$ cat src/rtl/if_fetch_stage.sv
// rtl/if_fetch_stage.sv - instruction fetch stage: PC register, single-outstanding imem read, decode handshake
module if_fetch_stage #(
    parameter int              XLEN     = 32,
    parameter logic [XLEN-1:0] RESET_PC = '0
) (
    input  logic            clk,
    input  logic            rst,
    output logic [XLEN-1:0] current_pc,
    input  logic [XLEN-1:0] npc,
    input  logic            redirect,
    output logic            imem_req_valid,
    input  logic            imem_req_ready,
    output logic [XLEN-1:0] imem_req_addr,
    input  logic            imem_rsp_valid,
    input  logic [XLEN-1:0] imem_rsp_data,
    output logic            id_valid,
    input  logic            id_ready,
    output logic [XLEN-1:0] id_pc,
    output logic [XLEN-1:0] id_inst
);

    typedef enum logic [1:0] {
        S_REQ  = 2'd0,
        S_WAIT = 2'd1,
        S_HOLD = 2'd2,
        S_DROP = 2'd3
    } state_t;

    state_t          state_q, state_d;
    logic [XLEN-1:0] current_pc_q, current_pc_d;
    logic            id_valid_q, id_valid_d;
    logic [XLEN-1:0] id_pc_q, id_pc_d;
    logic [XLEN-1:0] id_inst_q, id_inst_d;

    logic req_fire;
    logic id_fire;

    // Request is held low during reset even though the state register already reads REQ.
    assign imem_req_valid = (state_q == S_REQ) && !rst;
    assign imem_req_addr  = {current_pc_q[XLEN-1:2], 2'b00};
    assign current_pc     = current_pc_q;
    assign id_valid       = id_valid_q;
    assign id_pc          = id_pc_q;
    assign id_inst        = id_inst_q;

    assign req_fire = imem_req_valid && imem_req_ready;
    assign id_fire  = id_valid_q && id_ready;

    always_comb begin
        state_d      = state_q;
        current_pc_d = current_pc_q;
        id_valid_d   = id_valid_q;
        id_pc_d      = id_pc_q;
        id_inst_d    = id_inst_q;
        if (redirect) begin
            // Redirect wins over every other event; a fired read becomes an orphan to drain in DROP.
            current_pc_d = npc;
            id_valid_d   = 1'b0;
            case (state_q)
                S_REQ:   state_d = req_fire ? S_DROP : S_REQ;
                S_WAIT:  state_d = imem_rsp_valid ? S_REQ : S_DROP;
                S_HOLD:  state_d = S_REQ;
                S_DROP:  state_d = imem_rsp_valid ? S_REQ : S_DROP;
                default: state_d = S_REQ;
            endcase
        end else begin
            case (state_q)
                S_REQ: begin
                    if (req_fire) state_d = S_WAIT;
                end
                S_WAIT: begin
                    if (imem_rsp_valid) begin
                        id_pc_d    = current_pc_q;
                        id_inst_d  = imem_rsp_data;
                        id_valid_d = 1'b1;
                        state_d    = S_HOLD;
                    end
                end
                S_HOLD: begin
                    if (id_fire) begin
                        current_pc_d = npc;
                        id_valid_d   = 1'b0;
                        state_d      = S_REQ;
                    end
                end
                S_DROP: begin
                    if (imem_rsp_valid) state_d = S_REQ;
                end
                default: state_d = S_REQ;
            endcase
        end
    end

    always_ff @(posedge clk) begin
        if (rst) begin
            state_q      <= S_REQ;
            current_pc_q <= RESET_PC;
            id_valid_q   <= 1'b0;
            id_pc_q      <= '0;
            id_inst_q    <= '0;
        end else begin
            state_q      <= state_d;
            current_pc_q <= current_pc_d;
            id_valid_q   <= id_valid_d;
            id_pc_q      <= id_pc_d;
            id_inst_q    <= id_inst_d;
        end
    end

    a_rsp_only_when_outstanding: assert property (@(posedge clk) disable iff (rst)
        !(imem_rsp_valid && (state_q == S_REQ || state_q == S_HOLD)))
        else $error("imem_rsp_valid with no read outstanding");

endmodule

$ cat config.mk
export PLATFORM = sky130hd
export DESIGN_NAME = if_fetch_stage
export DESIGN_NICKNAME = d
export VERILOG_FILES = /design/src/rtl/if_fetch_stage.sv
export SDC_FILE = /design/constraint.sdc
export NUM_CORES = 1
export LEC_CHECK = 0
export CORE_UTILIZATION = 40
export DETAILED_ROUTE_END_ITERATION = 16
export PLACE_DENSITY = 0.86
export SLEW_MARGIN = 25
export SYNTH_ARGS = -nofsm -noshare
export SYNTH_HDL_FRONTEND = slang
export SYNTH_SLANG_ARGS = --single-unit
$ cat constraint.sdc
create_clock -name clk -period 1.65 [get_ports clk]
set_input_delay 0.33 -clock clk [delete_from_list [all_inputs] [get_ports clk]]
set_output_delay 0.33 -clock clk [all_outputs]
set_load 0.01 [all_outputs]
==> metrics.log, run 1 <==
[metrics] status: finished, final reports clean
[metrics] total of flip-flops plus latches after synthesis: 99
[metrics] switching portion of total power: 0.240
[metrics] number of DRC markers after the initial detailed-route iteration: 95
[metrics] Final period util: 0.968
[metrics] worst-case setup margin in the final layout: 52.7 ps
[metrics] arrival time of data at the critical path endpoint: roughly 1300 ps
[metrics] global placer's final weighted congestion: 0.719
[metrics] number of cells on the worst hold path: 2
[metrics] area of the die: between 10000 and 15000 um2
[metrics] Unique masters post-synth: 21
[metrics] die outline width: 102 um
[metrics] global-route wire length before repair: between 15000 and 20000 um
[metrics] cell chain of the critical path: clkdlybuf4s50_1
[metrics] leading post-synthesis cells by cell area: dfxtp_1 49%, nand2_1 12%, nand2b_1 9.9%
[metrics] worst reg2reg setup slack: 280 ps
[metrics] source-to-sink clock delay at the later pin of the worst-skew pair: 350 ps
[metrics] Mapped Area: 4030 um2
[metrics] kind of end point of the critical path: primary output
[metrics] standard cell with the maximum stage delay on the critical path: clkdlybuf4s50_1
[metrics] fraction of power consumed by combinational cells: 0.149
[metrics] leading area contributor after synthesis: dfxtp_1
[metrics] GRT Resource Usage Total: 0.197
[metrics] Port Buffers: approximately 200
[metrics] clock input transition at the sequential cells of the worst setup and hold paths: 80 ps
[metrics] final core occ: 0.635
[metrics] Setup Slack @ Placement: -66.0 ps
[metrics] CP Buf/Inv Count: 1
[metrics] maximum fanout along the worst path: 4
[metrics] worst reg2reg path endpoint: current_pc[14]$_SDFFE_PP0P_
[metrics] portion of total power attributed to the clock network: 0.321
[metrics] IO Pins: 200
[metrics] Setup Total Neg Slack: 0 ps
[metrics] number of violations of the max-capacitance limit: 0
[metrics] fraction of power consumed by sequential logic: 0.530
[metrics] routed len/inst: 14.1 um
[metrics] Via-to-Cell Ratio: 4.76
[metrics] critical path's largest stage delay: 540 ps
[metrics] Worst Setup Start Kind: flop
[metrics] post-detail-place hpwl: roughly 7500 um
[metrics] number of levels in the clock H-tree: 3
[metrics] critical path class: reg -> out
[metrics] Std-Cell Rows: 36
[metrics] ANT cells: 0
[metrics] cell at the root of the clock tree: clkbuf_8
[metrics] count of unresolved DRC violations after routing: 0
[metrics] drt pass-1 iters: 4
[metrics] Pins Over Slew Limit: 0
[metrics] Worst Skew: 11.2 ps
[metrics] prevailing post-synth register cell: dfxtp_1
[metrics] Congestion Overflow GR: 0
[metrics] worst reg2reg path startpoint: state_q[1]$_SDFFE_PP0P_
[metrics] sink of the worst hold path: id_inst[2]$_SDFFE_PP0P_
[metrics] final setup vio count: 0
[metrics] number of enable flip-flop cells after synthesis: 0
[metrics] static leakage: about 2.8 nW
[metrics] cell area power density: 771 nW/um2
[metrics] hold bufs inserted after CTS: 0
[metrics] Final Routed Wirelength: 10700 um
[metrics] share of async-settable or async-resettable flops after synthesis: 0
[metrics] net switching power figure: 1.15 mW
[metrics] Syn-to-layout area delta: 54.0%
[metrics] antenna violations before repair: 0
[metrics] Cell Int Power: 3.64 mW
[metrics] number of buffers created by CTS: 9
[metrics] path class of the lowest-slack min-delay path: reg -> reg
[metrics] pin count of the biggest net entering global routing: ~130
[metrics] FILL cells: roughly 830
[metrics] reg2reg path depth: 4
[metrics] Final Hold Violating Endpoints: 0
[metrics] TritonCTS clock tree: built
[metrics] vias post-DR: about 3600
[metrics] die outline height: 102 um
[metrics] final net count: 692
[metrics] Hold Startpoint: id_inst[2]$_SDFFE_PP0P_
[metrics] Cells after Synth: 466
[metrics] Peak supply drop: 0.367 mV
[metrics] Core Footprint: 9770 um2
[metrics] clock net sink count: 99
[metrics] Post-synth top cells: 129 x nand2_1, 99 x dfxtp_1, 65 x a21oi_1
[metrics] effective utilization at floorplan: 0.412
[metrics] count of warnings emitted by yosys: 0
[metrics] share of post-route cells with drive strength above 1: 0.0734
[metrics] share of the synthesized area in the top cell type: 0.492
[metrics] buffers from clock root to sink, at most: 2
[metrics] top-count cell post-synth: nand2_1
[metrics] via count of the first global-routing pass: 3386
[metrics] Req. time, crit path: between 1000 and 1500 ps
[metrics] largest delay contributor family on the critical path: buffers and inverters
[metrics] sequential fraction of the synthesis area: 0.492
[metrics] Avg Synthesized Cell Area: ~8.6 um2
[metrics] final antenna-violating net count: 0
[metrics] timing-limited maximum frequency: ~630 MHz
[metrics] Min Clock Period, post-route: 1600 ps
[metrics] unrepaired setup endpoints after global routing: no
-- sequential cells by signal, indices dropped and copies added, names as in the netlist --
register,cells
state_q,2
id_inst,32
current_pc,32
id_pc,32
id_valid,1
-- how the worst max path moves through the flow --
stage                                start                         end  slack (ps)  cells past startpoint
2_1_floorplan      state_q[1]$_SDFFE_PP0P_  current_pc[0]$_SDFFE_PP0P_         420                      4
4_1_cts        current_pc[16]$_SDFFE_PP0P_           imem_req_addr[16]         0.1                      1
6_report       current_pc[22]$_SDFFE_PP0P_           imem_req_addr[22]          50                      1
3_3_place_gp                      redirect      id_pc[11]$_SDFFE_PP0P_         -10                      5
3_5_place_dp                      redirect     id_inst[4]$_SDFFE_PP0P_         -70                      5
5_1_grt        current_pc[25]$_SDFFE_PP0P_           imem_req_addr[25]           1                      1
-- per-stage QoR --
stage | total power, mW | std cells | hold WS, ps | instance area [um2]
after detailed placement | 3.33 | 744 | 446 | 5920
after floorplan | 2.92 | 467 | 430 | 4030
final | 4.78 | 760 | 454 | 6200
after global routing | 4.98 | 760 | 477 | 6200
after global placement | 3.31 | 744 | 441 | 5920
after CTS | 4.84 | 760 | 458 | 6110
-- area by class of cell --
| cell class | count | area (um2) | share of cell area |
|---|---|---|---|
| clock buffer | 12 | 145 | 0.0234 |
| clock inverter | 4 | 50.0 | 0.00807 |
| multi-input combinational | 305 | 1670 | 0.269 |
| sequential | 99 | 2000 | 0.323 |
| tap | 133 | 166 | 0.0268 |
| timing repair buffer | 207 | 2170 | 0.350 |
-- power groups by stage --
stage / Combinational [mW] / Clock (mW) / Sequential, mW
6_report: 0.713 / 1.53 / 2.54
5_1_grt: 0.765 / 1.67 / 2.55
4_1_cts: 0.731 / 1.57 / 2.54
3_5_place_dp: 0.742 / 0 / 2.59
3_3_place_gp: 0.725 / 0 / 2.58
2_1_floorplan: 0.308 / 0 / 2.61
-- cell usage in the layout (no fill, tap or decap) --
master	instances
bufinv_16	1
o2bb2ai_1	1
conb_1	2
clkbuf_8	10
a31oi_4	1
nor2b_2	1
buf_12	5
nor3_1	1
buf_4	6
nor2_1	2
nor2b_1	2
and4bb_2	1
dfxtp_1	82
dlygate4sd2_1	15
a21oi_1	65
nand2_1	129
nand4bb_4	1
clkinv_2	1
clkbuf_1	2
clkdlybuf4s50_1	148
xor2_1	1
clkinvlp_4	2
mux2i_1	32
a211oi_1	1
nand2b_1	64
a221oi_1	1
dfxtp_2	17
dlymetal6s2s_1	33
-- cell families (layout without fill, tap and decap cells) --
kind of cell	count (synthesis)	count (layout)	share of synthesized area
and+or+nand+nor	201	201	0.234
other	1	2	0.000931
muxes	32	32	0.0796
AOI/OAI and AO/OA	69	69	0.0923
xor gates and xnor gates	1	1	0.00218
buffers and inverters	63	223	0.0988
DFF	99	99	0.492
-- per-layer routing --
metal	global-route usage	share of wire	up-vias
met2	0.347	0.51	147
li1	-	-	1774
met5	0	0	-
met3	0.0520	0.071	25
met4	0.104	0.031	0
met1	0.216	0.39	1668
-- repair_timing --
item | CTS | global route
setup buffers | 0 | 0
resized for setup | 25 | 40
endpoints found under the setup margin | 34 | 45
No activity file was read; power rests on OpenSTA's default activity.
==> inputs of run 2 (changes only) <==
--- a/constraint.sdc
+++ b/constraint.sdc
@@ -3,2 +3,2 @@
 set_output_delay 0.33 -clock clk [all_outputs]
-set_load 0.01 [all_outputs]
+set_load 0.02 [all_outputs]
==> metrics.log, run 2 (synthesis results as in run 1) <==
[metrics] die outline width: 102 um (unchanged)
[metrics] unrepaired setup endpoints after global routing: no
[metrics] Port Buffers: 197 (unchanged)
[metrics] IO Pins: 200 (unchanged)
[metrics] Crit path depth: 1 (unchanged)
[metrics] share of post-route cells with drive strength above 1: 0.0510 (-0.0223)
[metrics] number of cells on the worst hold path: 2 (unchanged)
[metrics] reg2reg path depth: 4 (unchanged)
[metrics] critical path's largest stage delay: 600 ps (+60 ps)
[metrics] GRT Resource Usage Total: 0.195 (-0.00131)
[metrics] hold bufs inserted after CTS: 0 (unchanged)
[metrics] status: finished, final reports clean
[metrics] Worst Setup Start Kind: flop
[metrics] ANT cells: 0 (unchanged)
[metrics] final setup vio count: 0 (unchanged)
[metrics] Via-to-Cell Ratio: 4.72 (-0.80%)
[metrics] effective utilization at floorplan: 0.412 (unchanged)
[metrics] number of violations of the max-capacitance limit: 0 (unchanged)
[metrics] clock net sink count: 99 (unchanged)
[metrics] Worst Skew: 8.80 ps (-2.40 ps)
[metrics] cell chain of the critical path: clkdlybuf4s50_1
[metrics] clock input transition at the sequential cells of the worst setup and hold paths: 90 ps (about the same)
[metrics] number of levels in the clock H-tree: 3 (unchanged)
[metrics] Critical path destination: id_inst[27]
[metrics] fraction of power consumed by combinational cells: 0.153 (+0.004)
[metrics] Peak supply drop: 0.371 mV (+1.2%)
[metrics] Cell Int Power: 3.66 mW (+0.56%)
[metrics] pin count of the biggest net entering global routing: 133 (unchanged)
[metrics] FILL cells: 898 (+8.8%)
[metrics] die outline height: 102 um (unchanged)
[metrics] post-detail-place hpwl: 7380 um (-2.1%)
[metrics] standard cell with the maximum stage delay on the critical path: clkdlybuf4s50_1
[metrics] Req. time, crit path: 1320 ps (about the same)
[metrics] Final Routed Wirelength: 10500 um (-2.2%)
[metrics] buffers from clock root to sink, at most: 2 (unchanged)
[metrics] highest-count cells in the layout ignoring fill and taps: 129 x nand2_1, 116 x dlygate4sd2_1, 99 x dfxtp_1
[metrics] net switching power figure: 1.24 mW (+8.6%)
[metrics] Core Footprint: 9770 um2 (unchanged)
[metrics] global-route wire length before repair: 15800 um (-0.99%)
[metrics] largest delay contributor family on the critical path: buffers and inverters
[metrics] number of buffers created by CTS: 9 (unchanged)
[metrics] final antenna-violating net count: 0 (unchanged)
[metrics] Std-Cell Rows: 36 (unchanged)
[metrics] arrival time of data at the critical path endpoint: 1280 ps (about the same)
[metrics] most common cell after layout, fill and taps aside: nand2_1
[metrics] portion of total power attributed to the clock network: 0.332 (+0.011)
[metrics] critical path launch point: id_inst[27]$_SDFFE_PP0P_
[metrics] Pins Over Slew Limit: 0 (unchanged)
[metrics] count of unresolved DRC violations after routing: 0 (unchanged)
[metrics] kind of end point of the critical path: primary output
[metrics] area of the die: 10500 um2 (unchanged)
[metrics] drt pass-1 iters: 4 (unchanged)
[metrics] timing-limited maximum frequency: 620 MHz (-1.0%)
[metrics] via count of the first global-routing pass: 3299 (-2.6%)
[metrics] path class of the lowest-slack min-delay path: reg -> reg
[metrics] Final Non-Filler Cells: 760 (unchanged)
[metrics] cell at the root of the clock tree: clkbuf_8
[metrics] buffers inserted during post-CTS setup optimization: 0 (unchanged)
[metrics] final net count: 692 (unchanged)
[metrics] CP Buf/Inv Count: 1 (unchanged)
[metrics] global placer's final weighted congestion: 0.716 (-0.51%)
[metrics] routed len/inst: 13.8 um (-2.2%)
[metrics] Fin Hold WS: 456 ps (+1.82 ps)
[metrics] critical path class: reg -> out
[metrics] Final Hold Violating Endpoints: 0 (unchanged)
[metrics] Final period util: 0.978 (+0.0101)
[metrics] vias post-DR: 3585 (-0.80%)
[metrics] worst reg2reg path startpoint: state_q[1]$_SDFFE_PP0P_
[metrics] fraction of power consumed by sequential logic: 0.516 (-0.014)
[metrics] Cell Count Post-Placement: 744 (unchanged)
[metrics] Congestion Overflow GR: 0 (unchanged)
[metrics] source-to-sink clock delay at the later pin of the worst-skew pair: 360 ps (about the same)
[metrics] static leakage: 2.86 nW (+3.5%)
[metrics] antenna violations before repair: 0 (unchanged)
[metrics] number of DRC markers after the initial detailed-route iteration: 80 (-16%)
[metrics] worst reg2reg path endpoint: current_pc[15]$_SDFFE_PP0P_
[metrics] switching portion of total power: 0.254 (+0.0143)
[metrics] cell area power density: 816 nW/um2 (+5.8%)
[metrics] Syn-to-layout area delta: 49.3%
[metrics] maximum fanout along the worst path: 2 (-2)
[metrics] TritonCTS clock tree: built
[metrics] Min Clock Period, post-route: 1610 ps (+16.7 ps)
[metrics] worst reg2reg setup slack: 290 ps (about the same)
## run 2: cell type report
cell class | instances | area, um2 | area share
clock inverters | 4 | 47.5 | 0.00791
multi-input cells | 305 | 1670 | 0.277
flip-flops and latches | 99 | 1980 | 0.330
well taps | 133 | 166 | 0.0277
repair buffers | 207 | 1980 | 0.330
clock buffers | 12 | 165 | 0.0275
## run 2: power by group through the flow
stage / registers [mW] / logic, mW / clock network [mW]
6_report: 2.53 / 0.748 / 1.63
5_1_grt: 2.54 / 0.800 / 1.74
4_1_cts: 2.53 / 0.757 / 1.66
3_5_place_dp: 2.59 / 0.830 / 0
3_3_place_gp: 2.58 / 0.816 / 0
2_1_floorplan: 2.66 / 0.347 / 0
## run 2: timing repair
action,4_1_cts,5_1_grt
endpoints found under the hold margin,0,0
pin swaps,0,0
endpoints found under the setup margin,117,11
resized for setup,117,13
## run 2: per-stage QoR
stage	setup WS [ps]	setup TNS, ps	util	total power [mW]	area, um2
floorplan	232	0	-	3.01	4030
global placement	-12.7	-27.9	0.606	3.40	5920
detailed placement	-64.9	-1570	0.606	3.42	5920
CTS	0.944	0	0.613	4.95	5990
global route	1.64	0	0.615	5.08	6010
finish	35.9	0	0.615	4.90	6010
## run 2: how the worst min path moves through the flow
| stage | startpoint | end | slack (ps) |
|---|---|---|---|
| 3_5_place_dp | id_inst[27]$_SDFFE_PP0P_ | id_inst[27]$_SDFFE_PP0P_ | 450 |
| 4_1_cts | id_inst[8]$_SDFFE_PP0P_ | id_inst[8]$_SDFFE_PP0P_ | 460 |
| 3_3_place_gp | id_pc[13]$_SDFFE_PP0P_ | id_pc[13]$_SDFFE_PP0P_ | 440 |
| 5_1_grt | id_inst[27]$_SDFFE_PP0P_ | id_inst[27]$_SDFFE_PP0P_ | 470 |
| 6_report | id_inst[28]$_SDFFE_PP0P_ | id_inst[28]$_SDFFE_PP0P_ | 460 |
| 2_1_floorplan | redirect | state_q[1]$_SDFFE_PP0P_ | 430 |
## run 2: layer usage
layer	vias up	wire, um	GRT usage
li1	1766	-	-
met1	1657	4220	0.221
met2	142	5320	0.348
met3	20	696	0.0404
met4	0	272	0.0989
met5	-	0	0
